--- src/rtl/bus_arbiter_if.sv ---
// Bus bundle between the three masters, the arbiter and the slave decoder.
// The master modport is the arbiter side; slave is the environment side.
interface bus_arbiter_if;
    logic [2:0] m_cyc;
    logic [2:0] m_ack;
    logic [2:0] m_err;
    logic       s_ack;
    logic       s_err;
    logic       s_cyc;
    logic [1:0] grant;
    logic       gnt_valid;

    modport master (
        input  m_cyc, s_ack, s_err,
        output m_ack, m_err, s_cyc, grant, gnt_valid
    );

    modport slave (
        output m_cyc, s_ack, s_err,
        input  m_ack, m_err, s_cyc, grant, gnt_valid
    );
endinterface

--- src/rtl/bus_arbiter.sv ---
// Three-master round-robin bus arbiter with grant held for the whole cycle.
// Define BUS_ARBITER_TIMEOUT_EN to add the watchdog that errors silent slaves.
module bus_arbiter #(
    parameter int TIMEOUT_BITS = 8,
    parameter int TIMEOUT      = 255
) (
    input  logic         clk_i,
    input  logic         rst_i,
    bus_arbiter_if.master bus
);
    typedef enum logic {IDLE, BUSY} state_t;

    state_t     state;
    logic [1:0] ptr;
    logic [1:0] grant;
    logic       gnt_valid;
    logic [1:0] winner;
    logic [2:0] idx;
    logic       cyc_held;
    logic       s_cyc;
    logic [2:0] sel;
    logic       wd_err;

    // Scan from the far end so the candidate nearest the pointer wins.
    always_comb begin
        winner = ptr;
        idx    = '0;
        for (int i = 2; i >= 0; i--) begin
            idx = {1'b0, ptr} + 3'(i);
            if (idx >= 3'd3)
                idx = idx - 3'd3;
            if (bus.m_cyc[idx])
                winner = idx[1:0];
        end
    end

    always_comb begin
        cyc_held = 1'b0;
        case (grant)
            2'd0:    cyc_held = bus.m_cyc[0];
            2'd1:    cyc_held = bus.m_cyc[1];
            2'd2:    cyc_held = bus.m_cyc[2];
            default: cyc_held = 1'b0;
        endcase
    end

    assign s_cyc = gnt_valid & cyc_held;
    assign sel   = gnt_valid ? (3'b001 << grant) : 3'b000;

    always_ff @(posedge clk_i) begin
        if (rst_i) begin
            state     <= IDLE;
            grant     <= 2'd0;
            gnt_valid <= 1'b0;
            ptr       <= 2'd0;
        end else begin
            case (state)
                IDLE: begin
                    if (|bus.m_cyc) begin
                        grant     <= winner;
                        gnt_valid <= 1'b1;
                        state     <= BUSY;
                    end
                end
                BUSY: begin
                    if (!cyc_held) begin
                        gnt_valid <= 1'b0;
                        state     <= IDLE;
                        ptr       <= (grant == 2'd2) ? 2'd0 : grant + 2'd1;
                    end
                end
                default: begin
                    gnt_valid <= 1'b0;
                    state     <= IDLE;
                end
            endcase
        end
    end

`ifdef BUS_ARBITER_TIMEOUT_EN
    logic [TIMEOUT_BITS-1:0] wd_cnt;

    assign wd_err = s_cyc && !bus.s_ack && !bus.s_err
                 && (wd_cnt == TIMEOUT_BITS'(TIMEOUT));

    always_ff @(posedge clk_i) begin
        if (rst_i || !s_cyc || bus.s_ack || bus.s_err || wd_err)
            wd_cnt <= '0;
        else
            wd_cnt <= wd_cnt + 1'b1;
    end
`else
    // Parameters only matter when the watchdog is built in.
    logic unused_cfg;
    assign unused_cfg = (TIMEOUT_BITS == 0) || (TIMEOUT == 0);
    assign wd_err     = 1'b0;
`endif

    assign bus.s_cyc     = s_cyc;
    assign bus.grant     = grant;
    assign bus.gnt_valid = gnt_valid;
    assign bus.m_ack     = {3{bus.s_ack}} & sel;
    assign bus.m_err     = {3{bus.s_err | wd_err}} & sel;
endmodule

--- src/flat_wrapper.sv ---
// flat-port wrapper written by rule: the top's interface ports become plain ports
module bus_arbiter_flat 
#(
    parameter int TIMEOUT_BITS = 8,
    parameter int TIMEOUT      = 255
)
  (clk_i, rst_i, bus_m_cyc, bus_s_ack, bus_s_err, bus_m_ack, bus_m_err, bus_s_cyc, bus_grant, bus_gnt_valid);
  bus_arbiter_if bus_i ();
  input  logic clk_i;
  input  logic rst_i;
  input wire logic [$bits(bus_i.m_cyc)-1:0] bus_m_cyc;
  input wire logic [$bits(bus_i.s_ack)-1:0] bus_s_ack;
  input wire logic [$bits(bus_i.s_err)-1:0] bus_s_err;
  output wire logic [$bits(bus_i.m_ack)-1:0] bus_m_ack;
  output wire logic [$bits(bus_i.m_err)-1:0] bus_m_err;
  output wire logic [$bits(bus_i.s_cyc)-1:0] bus_s_cyc;
  output wire logic [$bits(bus_i.grant)-1:0] bus_grant;
  output wire logic [$bits(bus_i.gnt_valid)-1:0] bus_gnt_valid;
  assign bus_i.m_cyc = bus_m_cyc;
  assign bus_i.s_ack = bus_s_ack;
  assign bus_i.s_err = bus_s_err;
  assign bus_m_ack = bus_i.m_ack;
  assign bus_m_err = bus_i.m_err;
  assign bus_s_cyc = bus_i.s_cyc;
  assign bus_grant = bus_i.grant;
  assign bus_gnt_valid = bus_i.gnt_valid;
  bus_arbiter #(.TIMEOUT_BITS(TIMEOUT_BITS), .TIMEOUT(TIMEOUT)) u_core (.clk_i(clk_i), .rst_i(rst_i), .bus(bus_i));
endmodule
--- config.mk ---
export PLATFORM = sky130hd
export DESIGN_NAME = bus_arbiter_flat
export DESIGN_NICKNAME = d
export VERILOG_FILES = /design/src/rtl/bus_arbiter_if.sv /design/src/rtl/bus_arbiter.sv /design/src/flat_wrapper.sv
export SDC_FILE = /design/constraint.sdc
export NUM_CORES = 1
export LEC_CHECK = 0
export ABC_AREA = 1
export ABC_CLOCK_PERIOD_IN_PS = 1850
export BUFFER_PORTS_ARGS = -buffer_cell sky130_fd_sc_hd__buf_2
export CORE_AREA = 2 2 39 41
export CTS_BUF_LIST = sky130_fd_sc_hd__clkbuf_8 sky130_fd_sc_hd__clkbuf_16
export DETAILED_ROUTE_END_ITERATION = 10
export DIE_AREA = 0 0 41 43
export GPL_TIMING_DRIVEN = 0
export RECOVER_POWER = 50
export SYNTH_ARGS = -nofsm -noshare
export SYNTH_HDL_FRONTEND = slang
export SYNTH_SLANG_ARGS = --single-unit
--- constraint.sdc ---
create_clock -name clk_i -period 1.85 [get_ports clk_i]
set_input_delay 0 -clock clk_i [delete_from_list [all_inputs] [get_ports clk_i]]
set_output_delay 0 -clock clk_i [all_outputs]
set_load 0.01 [all_outputs]
==> impl_metrics.json <==
{
  "place.port_buffers": 16,
  "core_area_mm2": 0.001384,
  "dp.cells": 119,
  "clock_path_buffers": 2,
  "rr_startpoint": "u_core.ptr[0]",
  "min_period_ps": 1596,
  "grt_pass1_vias": 557,
  "h-tree-depth": 1,
  "synth_warnings": 0,
  "overflow": 0,
  "internal_power_uw": 375.3,
  "nFillCells": 152,
  "area_growth_pct": 26.38,
  "pwr-share-clk_pct": 32.7,
  "globalRouteTotalUtil_pct": 17.93,
  "cts-hold-fix-buffers": 1,
  "die_area_mm2": 0.001763,
  "netlist_instances": 87,
  "cp_max_fo": 6,
  "num_io_pins": 17,
  "timing.rr.end": "u_core.bus.grant[0]",
  "drc": 0,
  "cts.repair.resized": 0,
  "critPathLaunchType": "flop",
  "drive_gt1_share_pct": 18.69,
  "cellPowerDensity_mw_per_mm2": 913.9,
  "dp_hpwl_mm": 1.003,
  "clk_pin_slew_ps": 40,
  "synth_seq_cells": 6,
  "synth_seq_area_share_pct": 23.02,
  "numCtsBuffers": 3,
  "maxSlewViolCount": 0,
  "synth_area_per_cell_um2": 5.997,
  "n_antenna_cell": 0,
  "worst_pin_slew_ps": 505.9,
  "finalCritPeriodShare_pct": 86.27,
  "critPathCaptureType": "flop",
  "grt_pass1_wl_mm": 2.132,
  "die_y_um": 43,
  "rsz0062_at_grt": "no",
  "vias": 584,
  "power_frac_comb_pct": 39.3,
  "r2r_slack_ps": 250,
  "worstSkewPairLatency_ps": 230,
  "initial_core_util_pct": 37.70,
  "drt_wl_total_mm": 1.290,
  "cts-root-buf": "clkbuf_8",
  "num_rows": 14,
  "hold_path.class": "input port to flop",
  "ff2ff_path_depth": 10,
  "swShare_pct": 37.73,
  "fmax_ghz": 0.6266,
  "fin_cells": 123,
  "crit_required_ps": 2000,
  "finalSetupViolCount": 0,
  "pwr-share-seq_pct": 28.0,
  "finalNetCount": 119,
  "wire_per_inst_um": 10.49,
  "first_pass_iters": 4,
  "ff_latch_area_um2": 120.1,
  "die_w_um": 41,
  "outcome": "completed",
  "drtIter0Drc": 24,
  "multi_input_area_um2": 317.8,
  "ant_nets": 0,
  "syn-num-nets": 97,
  "final-hold-violation-count": 0,
  "cp_data_arrival_time_ps": 1750,
  "maxSlewHeadroom_pct": 66.07,
  "synth.distinct_cells": 18,
  "cts.sinks": 6,
  "tns_ps": 0,
  "grt_start_max_net_pins": 8,
  "via_per_inst": 4.748,
  "hold_start": "bus_m_cyc[0]",
  "drv_cap": 0,
  "power.leakage_uw": 0.0003330,
  "place.gp.congestion": 0.8139,
  "cts_tree": "yes",
  "vdd_drop_max_uv": 453.7,
  "clock_skew_ps": 2.147,
  "antenna_found_initial": 0,
  "synth_area_um2": 521.8,
  "whs_path_depth": 3,
  "post_cts_buffers": 0,
  "worstSetupPathType": "flop to flop",
  "switchingPower_uw": 227.3,
  "hold_end": "u_core.state"
}
==> per-layer routing <==
| metal | vias up | wire [µm] | part of all wire (%) | track usage [%] |
|---|---|---|---|---|
| met1 | 242 | 641 | 50 | 21.43 |
| li1 | 321 | - | - | - |
| met2 | 16 | 544 | 42 | 27.50 |
| met3 | 5 | 53 | 4.1 | 3.141 |
| met5 | - | 0 | 0 | 0 |
| met4 | 0 | 51 | 4.0 | 12.00 |
==> cells in the mapped netlist <==
| cell type | instances | area (µm²) |
|---|---|---|
| inv_1 | 18 | 67.56 |
| nand2_1 | 18 | 67.56 |
| nand3_1 | 9 | 45.04 |
| a21oi_1 | 6 | 30.03 |
| dfxtp_1 | 6 | 120.1 |
| nor2_1 | 6 | 22.52 |
| nor3_1 | 5 | 25.02 |
| o21ai_0 | 4 | 20.02 |
| ha_1 | 3 | 37.54 |
| inv_2 | 3 | 11.26 |
| o21ai_1 | 2 | 10.01 |
| a211oi_2 | 1 | 12.51 |
| a21oi_2 | 1 | 8.760 |
| a31oi_1 | 1 | 6.260 |
| nand2_2 | 1 | 6.260 |
| nor2_2 | 1 | 6.260 |
| o211ai_2 | 1 | 12.51 |
| o31ai_2 | 1 | 12.51 |
==> registers in the layout, summed over array words and instances (netlist names) <==
| register | cells |
|---|---|
| u_core.state | 1 |
| u_core.bus.grant | 2 |
| u_core.ptr | 2 |
| u_core.bus.gnt_valid | 1 |
==> power groups by stage <==
stage                     clock, µW  sequential [µW]  combinational, µW
final                           197              169                237
after floorplan                   0              171                173
after global placement            0              170                238
after CTS                       199              168                244
after global routing            205              173                270
after detailed placement          0              171                240
==> layout by cell type, fill, tap and decap left out, drive strengths merged <==
| cell type | n |
|---|---|
| nor2 | 7 |
| nor3 | 5 |
| ha | 3 |
| a211oi | 1 |
| buf | 9 |
| o21ai | 6 |
| o31ai | 1 |
| nand3 | 9 |
| dlygate4sd3 | 1 |
| a31oi | 1 |
| o211ai | 1 |
| dfxtp | 6 |
| inv | 21 |
| clkbuf | 10 |
| nand2 | 19 |
| a21oi | 7 |
==> metrics by stage <==
stage / total power [µW] / setup WS (ps) / cell area (µm²) / hold slack [ps] / util (%)
floorplan: 344.3 / 498.3 / 521.8 / 69.07 / -
global placement: 408.6 / 304.4 / 621.8 / 203.6 / 44.94
detailed placement: 411.1 / 290.6 / 621.8 / 206.5 / 44.94
CTS: 611.3 / 271.3 / 673.1 / 212.1 / 48.64
global route: 648.3 / 68.05 / 659.4 / 241.7 / 47.65
finish: 602.6 / 254.0 / 659.4 / 224.9 / 47.65
==> logic make-up (layout without fill, tap and decap cells) <==
kind of cell | count (synthesis) | in the layout | synth area share [%]
adder cells (fa/ha/maj) | 3 | 3 | 7.195
buffers and inverters | 21 | 41 | 15.11
AO/OA/AOI/OAI | 17 | 17 | 21.58
flip-flops | 6 | 6 | 23.02
AND/OR/NAND/NOR | 40 | 40 | 33.09
==> worst max-delay path by stage <==
stage | startpoint | to | slack, ps | depth (start not counted)
floorplan | u_core.ptr[0] | u_core.bus.grant[0] | 500 | 10
global placement | u_core.ptr[0] | u_core.bus.grant[0] | 300 | 10
detailed placement | u_core.ptr[0] | u_core.bus.grant[0] | 290 | 10
CTS | u_core.ptr[0] | u_core.bus.grant[0] | 270 | 10
global route | u_core.ptr[0] | u_core.bus.grant[0] | 70 | 10
finish | u_core.ptr[0] | u_core.bus.grant[0] | 250 | 10
==> area by class of cell <==
cell class              instances  share of cell area, %
repair buffers                 17                  12.33
multi-input cells              60                  48.20
flip-flops and latches          6                  18.22
well taps                      16                  3.036
inverters                      21                  11.95
clock buffers                   3                  6.262
==> worst max-delay path, stage by stage (launching register included) <==
cell and delay (ps):
dfxtp_1 350, inv_1 90, ha_1 420, inv_2 80
nand2_1 60, nand2_1 60, a21oi_2 140, nand3_1 100
nand2_1 60, nand2_1 50, a21oi_1 120
(Power assumes the default switching activity.)
